File: config.mk
export PLATFORM = sky130hd
export DESIGN_NAME = rank_store_arbiter
export DESIGN_NICKNAME = d
export VERILOG_FILES = /design/src/rtl/rank_store_arbiter_pkg.sv /design/src/rtl/rank_store_arbiter_rr_arbiter.sv /design/src/rtl/rank_store_arbiter.sv
export SDC_FILE = /design/constraint.sdc
export NUM_CORES = 1
export LEC_CHECK = 0
export ABC_AREA = 1
export BUFFER_PORTS_ARGS = -buffer_cell sky130_fd_sc_hd__buf_2
export CAP_MARGIN = 20
export CORE_ASPECT_RATIO = 1.2
export CORE_MARGIN = 8
export CORE_UTILIZATION = 30
export CTS_BUF_LIST = sky130_fd_sc_hd__clkbuf_8 sky130_fd_sc_hd__clkbuf_16
export DETAILED_ROUTE_END_ITERATION = 16
export GPL_TIMING_DRIVEN = 0
export HOLD_SLACK_MARGIN = 0.15
export SETUP_SLACK_MARGIN = 0.2
export SLEW_MARGIN = 30
export SYNTH_ARGS = -nofsm -noshare
export SYNTH_HDL_FRONTEND = slang
export SYNTH_SLANG_ARGS = --single-unit
export TNS_END_PERCENT = 1
File: constraint.sdc
create_clock -name clk -period 3.3 [get_ports clk]
set_input_delay 0.495 -clock clk [delete_from_list [all_inputs] [get_ports clk]]
set_output_delay 0.495 -clock clk [all_outputs]
set_load 0.1 [all_outputs]
File: src/rtl/rank_store_arbiter_pkg.sv
// rtl/rank_store_arbiter_pkg.sv - shared constants and types for the rank-store arbiter
//
// Contents:
//   NREQ_DEF / WIDTH_DEF / ADDWIDTH_DEF : default requester count, word width, address width
//   IDW_DEF                             : requester index width for the default configuration
//   VALID_BIT                           : position of the entry-valid flag inside a data word
//   DROP_W                              : width of the dropped-write counter
//   req_id_t                            : requester index type (default configuration)
package pagerank_pkg;

    localparam int NREQ_DEF     = 4;
    localparam int WIDTH_DEF    = 32;
    localparam int ADDWIDTH_DEF = 6;
    localparam int IDW_DEF      = $clog2(NREQ_DEF);

    // Words whose valid flag is clear are never stored by the file.
    localparam int VALID_BIT    = 0;

    localparam int DROP_W       = 16;

    typedef logic [IDW_DEF-1:0] req_id_t;

endpackage

File: src/rtl/rank_store_arbiter_rr_arbiter.sv
// rtl/rank_store_arbiter_rr_arbiter.sv - round-robin arbiter with its own priority pointer
//
// Ports:
//   clk       in   clock
//   rst_n     in   asynchronous active-low reset (pointer returns to 0)
//   req_i     in   [N]  request vector
//   advance_i in   allow the pointer to move past the granted index this cycle
//   gnt_o     out  [N]  one-hot grant (combinational, zero when no request)
//   index_o   out  [IW] index of the granted requester (0 when no grant)
module rr_arbiter #(
    parameter int N  = 4,
    parameter int IW = (N > 1) ? $clog2(N) : 1
) (
    input  logic          clk,
    input  logic          rst_n,
    input  logic [N-1:0]  req_i,
    input  logic          advance_i,
    output logic [N-1:0]  gnt_o,
    output logic [IW-1:0] index_o
);

    logic [IW-1:0] ptr_q;
    logic [IW-1:0] ptr_d;
    logic          found;

    // One extra bit so ptr + k (at most 2N-2) never overflows before the wrap.
    logic [IW:0]   cand;

    // Scan from the pointer upward, wrapping mod N; the first requester wins.
    always_comb begin
        gnt_o   = '0;
        index_o = '0;
        found   = 1'b0;
        cand    = '0;
        for (int k = 0; k < N; k++) begin
            cand = {1'b0, ptr_q} + (IW + 1)'(k);
            if (cand >= (IW + 1)'(N)) begin
                cand = cand - (IW + 1)'(N);
            end
            if (!found && req_i[cand[IW-1:0]]) begin
                found                = 1'b1;
                gnt_o[cand[IW-1:0]]  = 1'b1;
                index_o              = cand[IW-1:0];
            end
        end
    end

    // The winner drops to lowest priority; an idle cycle leaves the pointer alone.
    always_comb begin
        ptr_d = ptr_q;
        if (advance_i && found) begin
            ptr_d = (index_o == IW'(N - 1)) ? '0 : index_o + 1'b1;
        end
    end

    always_ff @(posedge clk or negedge rst_n) begin
        if (!rst_n) begin
            ptr_q <= '0;
        end else begin
            ptr_q <= ptr_d;
        end
    end

endmodule

File: src/rtl/rank_store_arbiter.sv
// rtl/rank_store_arbiter.sv - shares one rank-store register file between NREQ requesters
//
// Ports:
//   clk, reset        clock and asynchronous active-low reset
//   rd_req/rd_addr    per-requester read request and flattened read addresses
//   rd_gnt            one-hot combinational read grant
//   rsp_valid/rsp_data one-hot response strobe and data, one cycle after the read grant
//   wr_req/wr_addr/wr_data per-requester write request, flattened addresses and data
//   wr_gnt            one-hot combinational write grant
//   drop_cnt          saturating count of granted writes whose valid flag was clear
//   rf_readEnable/rf_source                  register file read port
//   rf_writeEnable/rf_dest/rf_dataIn         register file write port
//   rf_dataOut        registered read data from the file
module rank_store_arbiter
    import pagerank_pkg::*;
#(
    parameter int NREQ     = NREQ_DEF,
    parameter int WIDTH    = WIDTH_DEF,
    parameter int ADDWIDTH = ADDWIDTH_DEF,
    parameter int IDW      = $clog2(NREQ)
) (
    input  logic                     clk,
    input  logic                     reset,
    input  logic [NREQ-1:0]          rd_req,
    input  logic [NREQ*ADDWIDTH-1:0] rd_addr,
    output logic [NREQ-1:0]          rd_gnt,
    output logic [NREQ-1:0]          rsp_valid,
    output logic [WIDTH-1:0]         rsp_data,
    input  logic [NREQ-1:0]          wr_req,
    input  logic [NREQ*ADDWIDTH-1:0] wr_addr,
    input  logic [NREQ*WIDTH-1:0]    wr_data,
    output logic [NREQ-1:0]          wr_gnt,
    output logic [DROP_W-1:0]        drop_cnt,
    output logic                     rf_readEnable,
    output logic [ADDWIDTH-1:0]      rf_source,
    output logic                     rf_writeEnable,
    output logic [ADDWIDTH-1:0]      rf_dest,
    output logic [WIDTH-1:0]         rf_dataIn,
    input  logic [WIDTH-1:0]         rf_dataOut
);

    logic [ADDWIDTH-1:0] rd_addr_a [NREQ];
    logic [ADDWIDTH-1:0] wr_addr_a [NREQ];
    logic [WIDTH-1:0]    wr_data_a [NREQ];

    for (genvar i = 0; i < NREQ; i++) begin : g_unpack
        assign rd_addr_a[i] = rd_addr[i*ADDWIDTH +: ADDWIDTH];
        assign wr_addr_a[i] = wr_addr[i*ADDWIDTH +: ADDWIDTH];
        assign wr_data_a[i] = wr_data[i*WIDTH +: WIDTH];
    end

    // Requests are masked while reset is held so no grant (and hence no
    // register file access) can leak out during reset.
    logic [NREQ-1:0] rd_req_m;
    logic [NREQ-1:0] wr_req_m;
    logic [IDW-1:0]  rd_idx;
    logic [IDW-1:0]  wr_idx;
    logic            rd_any;
    logic            wr_any;

    assign rd_req_m = rd_req & {NREQ{reset}};
    assign wr_req_m = wr_req & {NREQ{reset}};

    rr_arbiter #(
        .N  (NREQ),
        .IW (IDW)
    ) u_rd_arb (
        .clk       (clk),
        .rst_n     (reset),
        .req_i     (rd_req_m),
        .advance_i (reset),
        .gnt_o     (rd_gnt),
        .index_o   (rd_idx)
    );

    rr_arbiter #(
        .N  (NREQ),
        .IW (IDW)
    ) u_wr_arb (
        .clk       (clk),
        .rst_n     (reset),
        .req_i     (wr_req_m),
        .advance_i (reset),
        .gnt_o     (wr_gnt),
        .index_o   (wr_idx)
    );

    assign rd_any = |rd_gnt;
    assign wr_any = |wr_gnt;

    // Register file ports are driven only by the granted requester, else zero.
    always_comb begin
        rf_readEnable  = rd_any;
        rf_source      = '0;
        rf_writeEnable = wr_any;
        rf_dest        = '0;
        rf_dataIn      = '0;
        if (rd_any) begin
            rf_source = rd_addr_a[rd_idx];
        end
        if (wr_any) begin
            rf_dest   = wr_addr_a[wr_idx];
            rf_dataIn = wr_data_a[wr_idx];
        end
    end

    // Response tag, write-to-read bypass and drop counter state.
    logic                 tag_valid_q, tag_valid_d;
    logic [IDW-1:0]       tag_id_q,    tag_id_d;
    logic                 byp_valid_q, byp_valid_d;
    logic [WIDTH-1:0]     byp_data_q,  byp_data_d;
    logic [DROP_W-1:0]    drop_cnt_q,  drop_cnt_d;

    always_comb begin
        tag_valid_d = rd_any;
        tag_id_d    = rd_idx;
        // The file returns the pre-write word on a same-address collision, so
        // the write data is carried alongside the tag. A word with its valid
        // flag clear is never stored, so it must not be forwarded either.
        byp_valid_d = rd_any && wr_any && (rf_source == rf_dest)
                      && rf_dataIn[VALID_BIT];
        byp_data_d  = rf_dataIn;

        drop_cnt_d  = drop_cnt_q;
        if (wr_any && !rf_dataIn[VALID_BIT] && (drop_cnt_q != '1)) begin
            drop_cnt_d = drop_cnt_q + 1'b1;
        end
    end

    always_ff @(posedge clk or negedge reset) begin
        if (!reset) begin
            tag_valid_q <= 1'b0;
            tag_id_q    <= '0;
            byp_valid_q <= 1'b0;
            byp_data_q  <= '0;
            drop_cnt_q  <= '0;
        end else begin
            tag_valid_q <= tag_valid_d;
            tag_id_q    <= tag_id_d;
            byp_valid_q <= byp_valid_d;
            byp_data_q  <= byp_data_d;
            drop_cnt_q  <= drop_cnt_d;
        end
    end

    always_comb begin
        rsp_valid = '0;
        rsp_data  = '0;
        if (tag_valid_q) begin
            rsp_valid = NREQ'(1) << tag_id_q;
            rsp_data  = byp_valid_q ? byp_data_q : rf_dataOut;
        end
    end

    assign drop_cnt = drop_cnt_q;

endmodule

-- Yosys cells after proc, flatten, opt, wreduce, memory -nomap -nowiden
Cells that the tools add are included.
- magnitude comparators: 26
- shifts and indexed selects: 1
- reductions and logical operators: 30
- muxes and demuxes: 81
- bitwise logic cells: 10
- equal/unequal tests: 4
- add/subtract/negate cells: 17
- operator list (cell ; number):
    $mux W32 ; 5
    $bmux W32 S2 ; 1
    $mux W2 ; 18
    $mux W4 ; 9
    $mux W6 ; 6
    $bmux W6 S2 ; 2
    $ge A3 B3 Y1 const B ; 8
    $lt A2 B3 Y1 const B ; 8
    $mux W1 ; 24
    $or A4 B4 Y4 ; 6
    $logic_and A1 B1 Y1 ; 21
    $add A16 B1 Y16 const B ; 1
    $bmux W1 S2 ; 8
    $demux W1 S2 ; 8
    $ge A2 B1 Y1 const B ; 8
    $ne A16 B16 Y1 const B ; 1
    $sub A2 B1 Y2 const B ; 8
    $add A2 B2 Y3 const B ; 4
    $and A4 B4 Y4 ; 2
    $reduce_or A4 Y1 ; 2
    $logic_not A1 Y1 ; 7
    $add A2 B1 Y3 const B ; 2
    $eq A6 B6 Y1 ; 1
    $ge A2 B3 Y1 const B ; 2
    4 further kinds ; 7
- output and inout port bits: 106
- input port bits: 218
- word-level logic and storage cells: 176
- register bits after elaboration: 56

-- Depth between registers and ports, before layout
- word-level depth: 22
- gate-level depth with buffers: 21
- mapped depth without buffers: 19

-- Modules after synthesis
A second synthesis with hierarchy kept.
- cell total of the unflattened synthesis: 879
- area, all modules: 5260.0 µm²
- by module, submodules not included (module ; cells each ; area an instance (µm²) ; instances ; seq. area each (µm²)):
    rank_store_arbiter ; 709 ; 4110.2 ; 1 ; 1301.2
    rr_arbiter at u_rd_arb ; 86 ; 596.8 ; 1 ; 50.0
    rr_arbiter at u_wr_arb ; 84 ; 553.0 ; 1 ; 50.0

-- Worst setup path before layout
OpenSTA, ideal clock, no wires.
- kind: register to output
- start: register u_wr_arb.ptr_q[1]
- end: output rf_dataIn[10]
- path slack: -3.204 ns
- required time: 2.805 ns
- cell stages (with the launch flop): 14
- arrival time: 6.009 ns
- path through: dfrtp_1 -> inv_1 -> ha_1 -> inv_1 -> nand3_1 -> nand2_2 -> nand4_4 -> o21ai_0 -> nor2_1 -> nand2_1 -> buf_4 -> inv_2 -> buf_2 -> a21oi_1
- elaborated cells between the ends (all ways): 69
- RTL lines (what ; RTL line ; source):
    from (decl) ; rank_store_arbiter_rr_arbiter.sv:22 ; logic [IW-1:0] ptr_q;
    from (signal assigned) ; rank_store_arbiter_rr_arbiter.sv:60 ; ptr_q <= ptr_d;
    parallel branches: the longest is 13 deep, another holds $add A2 B1 Y3 ; - ;
    $mux W4 (*) ; rank_store_arbiter_rr_arbiter.sv:40 ; if (!found && req_i[cand[IW-1:0]]) begin
    named net wr_gnt[1] ; rank_store_arbiter.sv:32 ; output logic [NREQ-1:0] wr_gnt,
    $reduce_or A4 Y1 (*) ; rank_store_arbiter.sv:89 ; assign wr_any = |wr_gnt;
    named net rf_writeEnable ; rank_store_arbiter.sv:36 ; output logic rf_writeEnable,
    $mux W32 (*) ; rank_store_arbiter.sv:101 ; if (wr_any) begin
    to (decl) ; rank_store_arbiter.sv:38 ; output logic [WIDTH-1:0] rf_dataIn,
Mark *: on every way through the listed nets, which the timed path passes. The select of a mux whose other input is x is not followed.

-- Final worst setup path
- start: register u_wr_arb.ptr_q[0]
- end: output rf_dataIn[7]
- word-level cells in the longest chain between the ends: 19
- elaborated cells between the ends (all ways): 69
- RTL lines (what ; RTL line):
    parallel branches: the longest is 18 deep, another holds $add A2 B1 Y3 ; -
    $mux W32 (*) ; rank_store_arbiter.sv:101
Mark *: on every way between the ends. The select of a mux whose other input is x is not followed.

==> run summary <==
Detailed routing
• **detailed-route wire length** 26.9 mm
• **Post-DRT Antenna Nets** 0
• **detailed-router iteration count before antenna repair** 5
• **Routed WL per cell** 18.2 um
• **via count of the routed design** 7301
• **Starting DRT DRC Count** 315
• **remaining design rule violation count** 0
• **vias per cell** 4.95

Global routing
• **Overall Global Routing Usage** 0.227
• **vias in the first global route** 7383
• **pin count of the biggest net entering global routing** 21
• **antenna violations before repair** 4
• **wire length of the first global-routing pass** 41.2 mm
• **grt total ovfl** 0

Min path
• **Hold Crit Class** in2async

Critical path
• **arrival time of data at the critical path endpoint** 2.87 ns
• **Register-to-Register Path Depth** 18
• **start of the worst register-to-register path** u_wr_arb.ptr_q[0]$_DFFE_PN0P_
• **worst r2r dst** drop_cnt[9]$_DFFE_PN0P_
• **endpoint kind of the worst setup timing path** output port
• **data required time of the worst path** 2.80 ns
• **R2R setup slack** 0.53 ns
• **crit path capture** rf_dataIn[7]
• **Max FO, Critical Path** 10
• **Critical Path Source Type** flop
• **first element of the critical path** u_wr_arb.ptr_q[0]$_DFFE_PN0P_
• **kind of critical path** reg2out

Synthesis
• **syn avg cell area** 6.20 um^2
• **ys async rst share** 1.00
• **cell type with the highest aggregate area in the netlist** sky130_fd_sc_hd__dfrtp_1
• **Synth Instances** 878
• **number of storage elements in the synthesis netlist** 56
• **dominant register cell in the synthesized netlist** sky130_fd_sc_hd__dfrtp_1
• **count of flip-flops with a built-in enable after synthesis** 0
• **Mapped Nets** 1113
• **cell types with the largest area share after synthesis** sky130_fd_sc_hd__dfrtp_1 (26%), sky130_fd_sc_hd__nand2_1 (12%), sky130_fd_sc_hd__nor2_1 (11%)
• **Yosys Warn Count** 0
• **sequential cell area fraction in the yosys report** 0.257
• **distinct cell type count of the synthesized netlist** 32
• **netlist area before placement** 5450 um^2
• **post-synth top area share** 0.257

Timing
• **worst-case setup margin in the final layout** -0.0678 ns
• **transition time at the pin with the least slew margin** 0.539 ns
• **final number of setup-violating endpoints** 30
• **shortest period the worst path allows** 3.37 ns
• **Clock Skews** 0.00504 ns
• **Final Max Tran Viols** 0
• **number of failing hold endpoints at the final stage** 0
• **Tcrit/Tclk final** 1.02
• **highest clock rate** 297 MHz
• **RSZ-0062 raised after global routing** yes
• **final hold slack** 0.258 ns
• **Total Negative Setup Slacks** -1.18 ns
• **worst-case headroom to the max-slew limit** 0.641

Finish
• **area occupied by multi-input gates** 4270 um^2
• **fill cell instance count of the final layout** 1813
• **NumNets Final** 1483
• **layout cells sized above 1** 0.456
• **area growth from synthesis to final layout** 77.2%
• **leading cell types in the layout, fill and taps excluded** sky130_fd_sc_hd__buf_2 (278), sky130_fd_sc_hd__nand2_1 (159), sky130_fd_sc_hd__nor2_1 (147), sky130_fd_sc_hd__nand3_1 (89), sky130_fd_sc_hd__o21ai_0 (65)
• **sequential standard cell area** 1410 um^2
• **most common cell after layout, fill and taps aside** sky130_fd_sc_hd__buf_2

CTS
• **clock tree from TritonCTS** yes
• **post-CTS clock slew at the launch and capture registers of the worst setup and hold paths** 0.08 ns
• **clock tree root driver cell** sky130_fd_sc_hd__clkbuf_16
• **number of clock sinks seen by CTS** 56
• **number of buffers inserted during clock tree synthesis** 5
• **Max H-tree Level** 2
• **Worst-Skew Late Latency** 0.30 ns
• **largest buffer count on any clock path** 2

Die
• **area of the die** 22700 um^2
• **ports placed on the boundary** 324
• **height of the die** 164 um
• **Core Box Area** 18000 um^2
• **die width** 139 um
• **Row Count** 54
• **initial standard-cell utilization of the core** 0.303

Status
• **violations in the final reports** negative setup slack
• **outcome** finished, violations left

Placement
• **final HPWL from detailed placement** 21.3 mm
• **Worst Setup Slack post-DPL** -0.905 ns
• **number of port buffers** 323
• **GPL Wtd Cong** 0.939

Flow run
• **max-cap viol count** 0

critical path, cell delays in order (launching register included):
cell and delay (ns):
sky130_fd_sc_hd__dfrtp_2 0.46, sky130_fd_sc_hd__inv_6 0.09, sky130_fd_sc_hd__ha_4 0.22, sky130_fd_sc_hd__inv_4 0.07, sky130_fd_sc_hd__nand3_4 0.07, sky130_fd_sc_hd__nand2_4 0.11, sky130_fd_sc_hd__inv_4 0.07, sky130_fd_sc_hd__nor2_4 0.10
sky130_fd_sc_hd__nand4_1 0.21, sky130_fd_sc_hd__nand2_4 0.19, sky130_fd_sc_hd__buf_8 0.14, sky130_fd_sc_hd__buf_6 0.13, sky130_fd_sc_hd__o21ai_0 0.07, sky130_fd_sc_hd__o21bai_2 0.21, sky130_fd_sc_hd__a21oi_4 0.22, sky130_fd_sc_hd__buf_12 0.20
synth_stat cells, types with 3 or more instances:
library cell,number
sky130_fd_sc_hd__xor2_1,13
sky130_fd_sc_hd__nand3_2,5
sky130_fd_sc_hd__clkbuf_1,20
sky130_fd_sc_hd__nand2_1,177
sky130_fd_sc_hd__a21oi_2,3
sky130_fd_sc_hd__buf_2,16
sky130_fd_sc_hd__nor4_1,3
sky130_fd_sc_hd__nand2_2,12
sky130_fd_sc_hd__nand3_1,100
sky130_fd_sc_hd__a21oi_1,33
sky130_fd_sc_hd__dfrtp_1,56
sky130_fd_sc_hd__nand3b_1,4
sky130_fd_sc_hd__nor2_1,160
sky130_fd_sc_hd__buf_6,9
sky130_fd_sc_hd__inv_2,10
sky130_fd_sc_hd__o21ai_0,103
sky130_fd_sc_hd__buf_4,3
sky130_fd_sc_hd__nand4_1,7
sky130_fd_sc_hd__inv_1,64
sky130_fd_sc_hd__o21bai_1,31
sky130_fd_sc_hd__o21ai_1,9
sky130_fd_sc_hd__nor3_1,11
sky130_fd_sc_hd__ha_1,17
worst min-delay path by stage:
stage,to,slack (ns),cells past startpoint
floorplan,byp_data_q[0]$_DFF_PN0_,0.20,0
global placement,drop_cnt[8]$_DFFE_PN0P_,0.51,1
detailed placement,u_rd_arb.ptr_q[0]$_DFFE_PN0P_,0.43,1
CTS,drop_cnt[5]$_DFFE_PN0P_,0.26,2
global route,drop_cnt[6]$_DFFE_PN0P_,0.26,2
finish,tag_valid_q$_DFF_PN0_,0.26,2
cell type report:
cell class | instances | share of cell area
multi-input combinational | 700 | 0.442
clock inverter | 2 | 0.00117
sequential | 56 | 0.146
timing repair buffer | 363 | 0.281
tap | 224 | 0.0290
inverter | 74 | 0.0332
clock buffer | 6 | 0.0144
buffer | 48 | 0.0531
antenna | 2 | 0.000518
through the flow:
| stage | instances | util | area [um^2] |
|---|---|---|---|
| after floorplan | 878 | - | 6020 |
| after global placement | 1425 | 0.440 | 7910 |
| after detailed placement | 1426 | 0.442 | 7940 |
| after CTS | 1472 | 0.528 | 9480 |
| after global routing | 1475 | 0.537 | 9650 |
| final | 1475 | 0.537 | 9650 |
routing by layer:
layer / vias up / part of all wire / GRT usage
li1: 3607 / - / -
met1: 3365 / 0.39 / 0.259
met2: 269 / 0.51 / 0.406
met3: 56 / 0.066 / 0.0523
met4: 4 / 0.034 / 0.0900
met5: - / 0.00082 / 0
flip-flops by register name, summed over array words and instances, names as in the netlist:
name            flops
drop_cnt           16
byp_data_q         32
byp_valid_q         1
tag_valid_q         1
u_wr_arb.ptr_q      2
u_rd_arb.ptr_q      2
tag_id_q            2
timing repair:
action | 4_1_cts | 5_1_grt
hold endpoints to repair | 17 | 0
pin swaps | 42 | 19
resized for setup | 318 | 57
endpoints found under the setup margin | 78 | 50
hold buffers | 2 | 0
cloned | 4 | 0
setup buffers | 32 | 1
logic make-up (layout without fill, tap and decap cells):
family	count (synthesis)	in the layout	synth area share
flip-flops	56	56	0.257
AO/OA/AOI/OAI	182	182	0.186
XOR/XNOR	15	15	0.0269
other	0	2	0
adder cells (fa/ha/maj)	17	17	0.0390
buffers and inverters	122	493	0.102
AND/OR/NAND/NOR	486	486	0.389
Power is not shown: default switching activity piles up to over one toggle a cycle in this logic, so the estimate is an artifact.
